**config.mk**
```make
export PLATFORM = sky130hd
export DESIGN_NAME = alu_adder_arbiter
export DESIGN_NICKNAME = d
export VERILOG_FILES = /design/src/rtl/alu_adder_arbiter.sv
export SDC_FILE = /design/constraint.sdc
export NUM_CORES = 1
export LEC_CHECK = 0
export CORE_MARGIN = 2
export CORE_UTILIZATION = 45
export CTS_CLUSTER_DIAMETER = 200
export DETAILED_ROUTE_END_ITERATION = 6
export GPL_TIMING_DRIVEN = 1
export PLACE_DENSITY_LB_ADDON = 0.1
export SLEW_MARGIN = 20
export SYNTH_ARGS = -nofsm -noshare
export SYNTH_HDL_FRONTEND = slang
export SYNTH_SLANG_ARGS = --single-unit
```
**constraint.sdc**
```tcl
create_clock -name clk -period 1.9 [get_ports clk]
set_clock_uncertainty 0.15 [all_clocks]
set_input_delay 0.19 -clock clk [delete_from_list [all_inputs] [get_ports clk]]
set_output_delay 0.19 -clock clk [all_outputs]
set_load 0.005 [all_outputs]
```
**src/rtl/alu_adder_arbiter.sv**
```systemverilog
// Round-robin front end sharing one 4-bit adder among NUM_REQ requesters; one op in flight.
// Grant is issued in the cycle it is given, the result is valid two cycles later, and it is held until rsp_ready.

module alu_adder (
   input  logic [3:0] i_a,
   input  logic [3:0] i_b,
   output logic [7:0] o_sum
);
   logic [4:0] w_sum5;

   assign w_sum5 = {1'b0, i_a} + {1'b0, i_b};
   assign o_sum  = {3'b000, w_sum5};
endmodule

module alu_adder_arbiter #(
   parameter int NUM_REQ = 4,
   parameter int ID_W    = 2,
   parameter int CNT_W   = 16
) (
   input  logic                 clk,
   input  logic                 rst,
   input  logic [NUM_REQ-1:0]   req_valid,
   input  logic [4*NUM_REQ-1:0] req_a,
   input  logic [4*NUM_REQ-1:0] req_b,
   output logic [NUM_REQ-1:0]   req_ready,
   output logic                 rsp_valid,
   input  logic                 rsp_ready,
   output logic [ID_W-1:0]      rsp_id,
   output logic [7:0]           rsp_sum,
   output logic                 busy,
   output logic [CNT_W-1:0]     op_count
);
   typedef enum logic [1:0] {
      ST_IDLE = 2'd0,
      ST_CALC = 2'd1,
      ST_RESP = 2'd2
   } state_t;

   state_t             r_state;
   state_t             w_state_nxt;
   logic [ID_W-1:0]    r_rr_ptr;
   logic [ID_W-1:0]    r_win;
   logic [3:0]         r_a;
   logic [3:0]         r_b;
   logic [ID_W-1:0]    r_rsp_id;
   logic [7:0]         r_rsp_sum;
   logic               r_rsp_vld;
   logic [CNT_W-1:0]   r_op_count;

   logic [NUM_REQ-1:0] w_grant;
   logic               w_found;
   logic [ID_W-1:0]    w_win;
   logic [ID_W-1:0]    w_next_ptr;
   logic [3:0]         w_op_a;
   logic [3:0]         w_op_b;
   logic [NUM_REQ-1:0] w_req_ready;
   logic               w_fire;
   logic               w_rsp_fire;
   logic [7:0]         w_alu_sum;

   function automatic int wrap_idx(input int v);
      return (v >= NUM_REQ) ? v - NUM_REQ : v;
   endfunction

   // Search starts at r_rr_ptr; the operand mux rides along with the winner select.
   always_comb begin
      w_grant    = '0;
      w_found    = 1'b0;
      w_win      = '0;
      w_next_ptr = '0;
      w_op_a     = '0;
      w_op_b     = '0;
      for (int k = 0; k < NUM_REQ; k++) begin
         for (int j = 0; j < NUM_REQ; j++) begin
            if (!w_found && (j == wrap_idx(int'(r_rr_ptr) + k)) && req_valid[j]) begin
               w_found    = 1'b1;
               w_grant[j] = 1'b1;
               w_win      = ID_W'(j);
               w_next_ptr = ID_W'(wrap_idx(j + 1));
               w_op_a     = req_a[4*j +: 4];
               w_op_b     = req_b[4*j +: 4];
            end
         end
      end
   end

   always_comb begin
      w_state_nxt = r_state;
      w_req_ready = '0;
      w_fire      = 1'b0;
      w_rsp_fire  = 1'b0;
      case (r_state)
         ST_IDLE: begin
            if (!rst) begin
               w_req_ready = w_grant;
               if (w_found) begin
                  w_fire      = 1'b1;
                  w_state_nxt = ST_CALC;
               end
            end
         end
         ST_CALC: w_state_nxt = ST_RESP;
         ST_RESP: begin
            if (rsp_ready) begin
               w_rsp_fire  = 1'b1;
               w_state_nxt = ST_IDLE;
            end
         end
         default: w_state_nxt = ST_IDLE;
      endcase
   end

   always_ff @(posedge clk) begin
      if (rst) begin
         r_state <= ST_IDLE;
      end else begin
         r_state <= w_state_nxt;
      end
   end

   alu_adder u_alu (
      .i_a   (r_a),
      .i_b   (r_b),
      .o_sum (w_alu_sum)
   );

   always_ff @(posedge clk) begin
      if (rst) begin
         r_rr_ptr   <= '0;
         r_win      <= '0;
         r_a        <= '0;
         r_b        <= '0;
         r_rsp_id   <= '0;
         r_rsp_sum  <= '0;
         r_rsp_vld  <= 1'b0;
         r_op_count <= '0;
      end else begin
         if (w_fire) begin
            r_a      <= w_op_a;
            r_b      <= w_op_b;
            r_win    <= w_win;
            r_rr_ptr <= w_next_ptr;
         end
         if (r_state == ST_CALC) begin
            r_rsp_sum <= w_alu_sum;
            r_rsp_id  <= r_win;
            r_rsp_vld <= 1'b1;
         end
         if (w_rsp_fire) begin
            r_rsp_vld  <= 1'b0;
            r_op_count <= r_op_count + CNT_W'(1);
         end
      end
   end

   assign req_ready = w_req_ready;
   assign rsp_valid = r_rsp_vld;
   assign rsp_id    = r_rsp_id;
   assign rsp_sum   = r_rsp_sum;
   assign busy      = (r_state != ST_IDLE);
   assign op_count  = r_op_count;
endmodule

```
==> implementation parameters, run 1 <==
Parameter                              Value

Timing
  Actual transition at the worst max-transition pin    between 500 and 600 ps
  Shortest clock period the worst path allows after layout    approximately 2100 ps
  Final clock period utilization by the worst path    111.1%
  Post-route setup TNS    -1098 ps
  Setup violators final    9
  Unrepaired setup endpoints after global routing    yes
  Final-layout worst hold slack    approximately 300 ps
  Highest Clock Rate    ~470 MHz
  Normalized max-slew margin    between 60 and 70%
  Final critical-path setup slack    -210.5 ps
  Fin. Hold Viols    0
  Final Slew Violations    0

Floorplanning
  Initial cell density of the core    between 40% and 50%
  Number of placement rows    28
  Overall die height    roughly 83 um
  Full die area    6911 um2
  I/O pins    between 70 and 80
  Area inside the core boundary    around 6000 um2
  Die span in x    83.13 um

Setup path
  Register-to-Register Path Depth    7
  Worst setup path startpoint    r_rr_ptr[0]
  R2r startpoint    r_rr_ptr[0]
  Number of logic stages on the critical path including buffering    7
  Cell type of the slowest stage on the worst timing path    sky130_fd_sc_hd__or4_1
  Terminus of the critical flop-to-flop path    r_b[0]
  Critical Path RT    1990 ps
  End point of the critical path    r_b[0]
  Largest fanout of any net on the critical path    13
  Arrival time of data at the critical path endpoint    2200 ps
  Cell type group with the largest total delay on the critical path    simple AND/OR/NAND/NOR gates
  Delay of the slowest cell on the worst path    approximately 400 ps
  CP cell instances    buf_12, and2b_2, a22oi_1, o31ai_1, a211oi_1, or4_1, a31oi_1
  Worst reg-to-reg setup slack    -210 ps
  Buffering stage count on the worst path with inverters included    1
  WS Path Type    flop to flop
  Critical path endpoint category    flop
  Type of element launching the critical path    flop

Cells and area
  Synth-to-layout area growth    72.60%
  Cell area after layout    4863 um2
  Leading cell types in the layout, fill and taps excluded    sky130_fd_sc_hd__buf_4, sky130_fd_sc_hd__clkdlybuf4s50_1, sky130_fd_sc_hd__nand2_1
  Inserted Diodes    0
  Number of nets at the end of the flow    between 500 and 600
  Leading cell type in the layout, fill and taps excluded    sky130_fd_sc_hd__buf_4
  Share of final-layout standard cells stronger than drive strength 1    about a third
  Fill cells    between 400 and 500

Logic synthesis
  Main flop type after synthesis    sky130_fd_sc_hd__dfxtp_1
  Post-synthesis compound-gate area fraction    about 30%
  Synth Area in XOR/XNOR    4.973%
  Post-synthesis instance total    380
  Main combinational cell family by area after synthesis    compound AO/OA/AOI/OAI gates
  Area share of and/or/nand/nor cells after synthesis    ~29%
  Async S/R FF share, synth    0%
  Register bit total from synthesis    38
  Yosys warning total    0
  Average footprint of a synthesized cell    ~7.4 um2
  Synth Area in Adders    under 10%
  Number of library cell types mapped by synthesis    66
  Number of synthesized flops with an enable pin    0
  Post-Syn Area    roughly 2800 um2
  Sequential cell area fraction in the yosys report    between 20% and 30%
  Multiplexer share of the synthesized area    0.3552%

Clock network
  Number of sinks on the clock net    38
  Clock buffers created by TritonCTS    5
  Number of buffers inserted by hold repair at cts    0
  Clock slew seen by the registers of the worst setup and hold paths    90 ps
  CTS Root Buffer Type    sky130_fd_sc_hd__clkbuf_8
  Clock insertion delay at the later pin of the skew report    about 310 ps
  Maximum root-to-sink buffer count    2
  Number of levels in the clock H-tree    2
  CTS tree    yes

GRT
  Total global routing track utilization    32.60%
  Global-route wire length before repair    18.31 mm
  Via count of the first global-routing pass    approximately 3,800
  Maximum number of pins on one net before global-route repair    27
  Aggregate global routing overflow    0
  Initial antenna violation count    0

Routing
  DR WL/cell    approximately 19 um
  Drt pass-1 iters    7
  Vias per Instance    around 6.3
  Post-DRT Antenna Nets    0
  Via count    3,940
  Post-route DRC violation count    0
  Number of violations reported at the end of detailed-routing iteration 0    410
  Final Routed Wirelength    between 10 and 15 mm

Power and ir drop
  Static Leakage    roughly 2.1 nW
  Highest ir drop seen on vdd    approximately 0.47 mV
  Pwr per Cell Area    about 670 nW/um2
  Total power    approximately 0.0032 W

Placed design
  Instance area at placement    4259 um2
  Input/output buffers    67
  HPWL after detailed placement    8.301 mm
  Worst setup timing slack at the placement stage    -622.4 ps
  Weighted congestion at the end of routability-driven global placement    about 1.0

Run status
  Outcome    finished, violations left
  Failing checks    negative setup slack

Min path
  Path class of the lowest-slack min-delay path    flop to flop

Flow run
  Max cap viols    0
[what timing repair did]
| item | 4_1_cts | 5_1_grt |
|---|---|---|
| resized for setup | 63 | 31 |
| pin swaps | 17 | 24 |
| endpoints found under the setup margin | 12 | 13 |
| buffers inserted | 19 | 5 |
[through the flow]
| stage | instances | util, % |
|---|---|---|
| after floorplan | 382 | - |
| after global placement | 592 | 71.09 |
| after detailed placement | 592 | 71.09 |
| after CTS | 619 | 78.34 |
| after global routing | 624 | 81.18 |
| final | 624 | 81.18 |
[cell families (layout without fill, tap and decap cells)]
| group | Yosys count | after routing |
|---|---|---|
| and+or+nand+nor | 159 | 159 |
| AOI/OAI and AO/OA | 118 | 118 |
| buffers and inverters | 41 | 208 |
| DFF | 38 | 38 |
| xor gates and xnor gates | 16 | 16 |
| adders and majority gates | 6 | 6 |
| other | 1 | 3 |
| muxes | 1 | 1 |
[cell type report]
cell class	instances	area, um2	area share [%]
Clock buffer	5	68.82	1.415
Clock inverter	3	68.82	1.415
Inverter	13	48.80	1.003
Multi-Input combinational cell	303	2140	43.99
Sequential cell	38	770.7	15.85
Tap cell	75	93.84	1.930
Timing Repair Buffer	187	1673	34.40
[worst min-delay path by stage]
stage                     from         end  slack [ps]  cells past startpoint
floorplan            req_a[12]      r_a[0]         190                      1
global placement    rsp_sum[3]  rsp_sum[3]         290                      2
detailed placement  rsp_sum[3]  rsp_sum[3]         290                      2
CTS                 rsp_sum[3]  rsp_sum[3]         310                      2
global route         rsp_id[0]   rsp_id[0]         330                      2
finish              rsp_sum[3]  rsp_sum[3]         300                      2
[power by group]
part / switching [W] / leakage (nW) / internal (W)
combinational: 0.000681 / 1.68 / 0.000758
sequential: 0.0000693 / 0.312 / 0.000876
clock: 0.000334 / 0.0683 / 0.000527
[sequential cells by signal, indices dropped and copies added, names as in the netlist]
| register | flops |
|---|---|
| op_count | 16 |
| r_a | 4 |
| rsp_id | 2 |
| r_b | 4 |
| r_rr_ptr | 2 |
| rsp_valid | 1 |
| r_win | 2 |
| rsp_sum | 5 |
| r_state | 2 |
[worst reg2reg max path, delay by kind of cell, from the launching register on]
family / cells / cell delay [ps]
and+or+nand+nor: 2 / 680
AOI/OAI and AO/OA: 4 / 670
DFF: 1 / 380
buffers and inverters: 1 / 150
[Yosys cell counts (4+ instances only)]
cell / number / area [um2]
sky130_fd_sc_hd__nor2_1: 40 / 150.1
sky130_fd_sc_hd__dfxtp_1: 38 / 760.7
sky130_fd_sc_hd__nand2_1: 38 / 142.6
sky130_fd_sc_hd__a21oi_1: 28 / 140.1
sky130_fd_sc_hd__clkbuf_1: 18 / 67.56
sky130_fd_sc_hd__nand3_1: 18 / 90.09
sky130_fd_sc_hd__and3_1: 13 / 81.33
sky130_fd_sc_hd__xor2_1: 13 / 113.9
sky130_fd_sc_hd__o21ai_0: 11 / 55.05
sky130_fd_sc_hd__a221oi_1: 10 / 87.58
sky130_fd_sc_hd__inv_1: 10 / 37.54
sky130_fd_sc_hd__o22ai_1: 9 / 56.30
sky130_fd_sc_hd__nand2b_1: 8 / 50.05
sky130_fd_sc_hd__a31oi_1: 7 / 43.79
sky130_fd_sc_hd__nor2b_1: 7 / 43.79
sky130_fd_sc_hd__nor3_1: 7 / 35.03
sky130_fd_sc_hd__o221ai_1: 7 / 61.31
sky130_fd_sc_hd__buf_2: 6 / 30.03
sky130_fd_sc_hd__a2111oi_0: 5 / 43.79
sky130_fd_sc_hd__ha_1: 5 / 62.56
sky130_fd_sc_hd__o31ai_1: 4 / 30.03
[layer usage]
layer | GRT usage [%] | vias up | share of wire [%]
li1 | - | 1757 | -
met1 | 40.31 | 1804 | 38
met2 | 53.45 | 295 | 46
met3 | 7.455 | 84 | 10
met4 | 15.65 | 0 | 5.6
met5 | 0 | - | 0
No activity file was read; power rests on OpenSTA's default activity.
==> run 2: changes to the inputs <==
--- a/config.mk
+++ b/config.mk
@@ -5,8 +5,9 @@
 export SDC_FILE = /design/constraint.sdc
 export NUM_CORES = 1
 export LEC_CHECK = 0
+export ABC_AREA = 1
 export CORE_MARGIN = 2
-export CORE_UTILIZATION = 45
+export CORE_UTILIZATION = 46
 export CTS_CLUSTER_DIAMETER = 200
 export DETAILED_ROUTE_END_ITERATION = 6
 export GPL_TIMING_DRIVEN = 1
==> implementation parameters, run 2 <==
Parameter                              Value

Run status
  Outcome    finished, violations left
  Failing checks    negative setup slack

Timing
  Post-route setup TNS    -10,700 ps
  Unrepaired setup endpoints after global routing    yes
  Final clock period utilization by the worst path    135.7%
  Final critical-path setup slack    -677.7 ps
  Setup violators final    27
  Final Slew Violations    0
  Shortest clock period the worst path allows after layout    approximately 2600 ps
  Fin. Hold Viols    0
  Highest Clock Rate    around 390 MHz

Power and ir drop
  Highest ir drop seen on vdd    roughly 0.80 mV
  Seq pwr share    a little over a fifth
  Pwr per Cell Area    969.2 nW/um2
  Static Leakage    between 2 and 3 nW
  Total power    0.005513 W
  Switching power of the nets    ~0.0026 W
  Part of the total power dissipated in the clock network    10.9%
  Net switching share of the total power    47.75%
  Share of total power in combinational logic    approximately two thirds
  Internal power consumption    ~0.0029 W

Logic synthesis
  Cell with the most instances after synthesis    sky130_fd_sc_hd__nor2_1
  Average footprint of a synthesized cell    5.951 um2
  Number of synthesized flops with an enable pin    0
  Main flop type after synthesis    sky130_fd_sc_hd__dfxtp_1
  Post-Syn Area    roughly 3100 um2
  Register bit total from synthesis    38
  Area share of the leading cell type in the synthesized netlist    between 20% and 30%
  List of most frequent post-synthesis cells    sky130_fd_sc_hd__nor2_1, sky130_fd_sc_hd__nand3_1, sky130_fd_sc_hd__nand2_1
  Post-synthesis instance total    between 500 and 600
  Synth area leaders    sky130_fd_sc_hd__dfxtp_1, sky130_fd_sc_hd__nand3_1, sky130_fd_sc_hd__nor2_1, sky130_fd_sc_hd__nand2_1, sky130_fd_sc_hd__inv_1
  Cell accounting for the most synthesized area    sky130_fd_sc_hd__dfxtp_1
  Yosys warning total    0
  Number of library cell types mapped by synthesis    37
  Async S/R FF share, synth    0%
  Sequential cell area fraction in the yosys report    between 20% and 30%

Routing
  Via count    about 5,000
  DR WL/cell    around 19 um
  Number of violations reported at the end of detailed-routing iteration 0    around 670
  Drt pass-1 iters    5
  Post-DRT Antenna Nets    0
  Post-route DRC violation count    0
  Vias per Instance    5.879
  Final Routed Wirelength    between 15 and 20 mm

Cells and area
  Synth-to-layout area growth    80.68%
  Cell area after layout    5688 um2
  Share of final-layout standard cells stronger than drive strength 1    around 37%
  Max FFs per register    16
  Leading cell types in the layout, fill and taps excluded    sky130_fd_sc_hd__buf_4, sky130_fd_sc_hd__nor2_1, sky130_fd_sc_hd__nand3_1
  Number of nets at the end of the flow    800
  Leading cell type in the layout, fill and taps excluded    sky130_fd_sc_hd__buf_4
  Inserted Diodes    0

Placed design
  Weighted congestion at the end of routability-driven global placement    ~0.97
  Input/output buffers    67
  Worst setup timing slack at the placement stage    -1008 ps
  HPWL after detailed placement    9.115 mm
  Instance area at placement    just under 5000 um2

Min path
  Min-Delay Startpoint    rsp_ready
  Path class of the lowest-slack min-delay path    primary input to flop

Floorplanning
  Die span in x    approximately 87 um
  Area inside the core boundary    between 6000 and 7000 um2
  Number of placement rows    30
  I/O pins    71
  Initial cell density of the core    roughly 47%
  Full die area    7521 um2
  Overall die height    roughly 87 um

Clock network
  Number of levels in the clock H-tree    2
  Maximum root-to-sink buffer count    2
  Number of sinks on the clock net    38
  Number of buffers inserted by hold repair at cts    0
  Clock insertion delay at the later pin of the skew report    between 300 and 400 ps
  Clock buffers created by TritonCTS    5
  CTS tree    yes
  Clock slew seen by the registers of the worst setup and hold paths    roughly 80 ps
  CTS Root Buffer Type    sky130_fd_sc_hd__clkbuf_8

Setup path
  WS Path Type    flop to flop
  CP cell instances    buf_4, nand2_1, nor2_2, nor2_4, buf_4, buf_4, nand3_1, nor2_4, nand3_1, nand3_1, nor2_1, nand3_1, nor2_2, nor2_1
  Largest fanout of any net on the critical path    14
  R2r startpoint    r_rr_ptr[1]
  Critical Path RT    1940 ps
  Worst setup path startpoint    r_rr_ptr[1]
  Arrival time of data at the critical path endpoint    2620 ps
  Cell repeated most along the worst path    sky130_fd_sc_hd__nand3_1
  Buffering stage count on the worst path with inverters included    3
  Cell type of the slowest stage on the worst timing path    sky130_fd_sc_hd__dfxtp_4
  Cell type group with the largest total delay on the critical path    simple AND/OR/NAND/NOR gates
  Delay of the slowest cell on the worst path    roughly 460 ps
  Type of element launching the critical path    flop
  Critical path endpoint category    flop

Flow run
  Max cap viols    0

GRT
  Aggregate global routing overflow    0
  Global-route wire length before repair    roughly 21 mm
  Via count of the first global-routing pass    4,234
  Maximum number of pins on one net before global-route repair    20
  Initial antenna violation count    1
  Total global routing track utilization    between 30% and 40%
run 2: cell types whose count changed after synthesis, sizes merged, moves of 7 or more:
cell    previous run  this run
nand2b             8         0
nand4              2        28
xor2              13         1
a31oi              7         0
o21ai             13        22
nor2b              7         0
inv               12        68
nand3             18        90
a221oi            10         0
and3              13         0
clkbuf            18         9
nor2              40       118
nand2             38        79
run 2: cells by family after synthesis:
family | Yosys count | synth area share, %
XOR/XNOR | 2 | 0.5565
buffers and inverters | 88 | 11.57
other | 1 | 0.1191
AND/OR/NAND/NOR | 335 | 50.36
flip-flops | 38 | 24.17
adder cells (fa/ha/maj) | 6 | 2.623
AO/OA/AOI/OAI | 59 | 10.61
run 2: repair_timing:
item                       in CTS  in global routing
gates cloned                    1                  0
gates resized for setup        74                 63
pin swaps                      34                 39
buffers inserted               31                 14
setup endpoints to repair      21                 24
run 2: cell type report:
cell class | count | area, um2
Multi-Input combinational cell | 405 | 2456
Timing Repair Buffer | 236 | 1998
Fill cell | 393 | 1031
Sequential cell | 38 | 773.2
Inverter | 69 | 269.0
Tap cell | 80 | 100.1
Clock buffer | 7 | 86.33
Clock inverter | 1 | 5.005
run 2: per-stage QoR:
step,cells,hold slack [ps],util (%)
after floorplan,531,222.2,-
after global placement,791,293.8,72.76
after detailed placement,791,305.7,72.76
after CTS,828,295.8,80.06
after global routing,836,298.5,84.66
final,836,322.0,84.66
run 2: per-layer routing:
layer,share of wire (%),global-route usage [%],vias to the layer above
met3,10,5.143,129
met2,47,60.07,403
met1,36,43.33,2181
li1,-,-,2202
met5,0,0,-
met4,6.9,13.78,0
run 2: final timing paths:
check	endpoint	slack (ps)	cells after the start
worst min-delay path	r_state[1]	320	3
worst min register to register	rsp_id[1]	350	2
worst max register to register	r_a[1]	-680	14
worst max-delay path	r_a[1]	-680	14
run 2: power by group through the flow:
stage	Combinational (W)	Sequential [W]	Clock, W
detailed placement	0.00303	0.00112	0
floorplan	0.00185	0.00104	0
finish	0.00373	0.00118	0.000601
global placement	0.00297	0.00111	0
global route	0.00398	0.00117	0.000630
CTS	0.00333	0.00112	0.000579
run 2: worst min-delay path: stages:
cell                            delay (ps)
sky130_fd_sc_hd__dlygate4sd2_1         280
sky130_fd_sc_hd__nand3b_1              170
sky130_fd_sc_hd__a21oi_1                90
==> run 3: changes to the inputs <==
--- a/config.mk
+++ b/config.mk
@@ -9,6 +9,7 @@
 export CORE_MARGIN = 2
 export CORE_UTILIZATION = 46
 export CTS_CLUSTER_DIAMETER = 200
+export CTS_CLUSTER_SIZE = 24
 export DETAILED_ROUTE_END_ITERATION = 6
 export GPL_TIMING_DRIVEN = 1
 export PLACE_DENSITY_LB_ADDON = 0.1
==> results of run 3 <==
Final layout, timing and power as in run 2 (identical DEF).
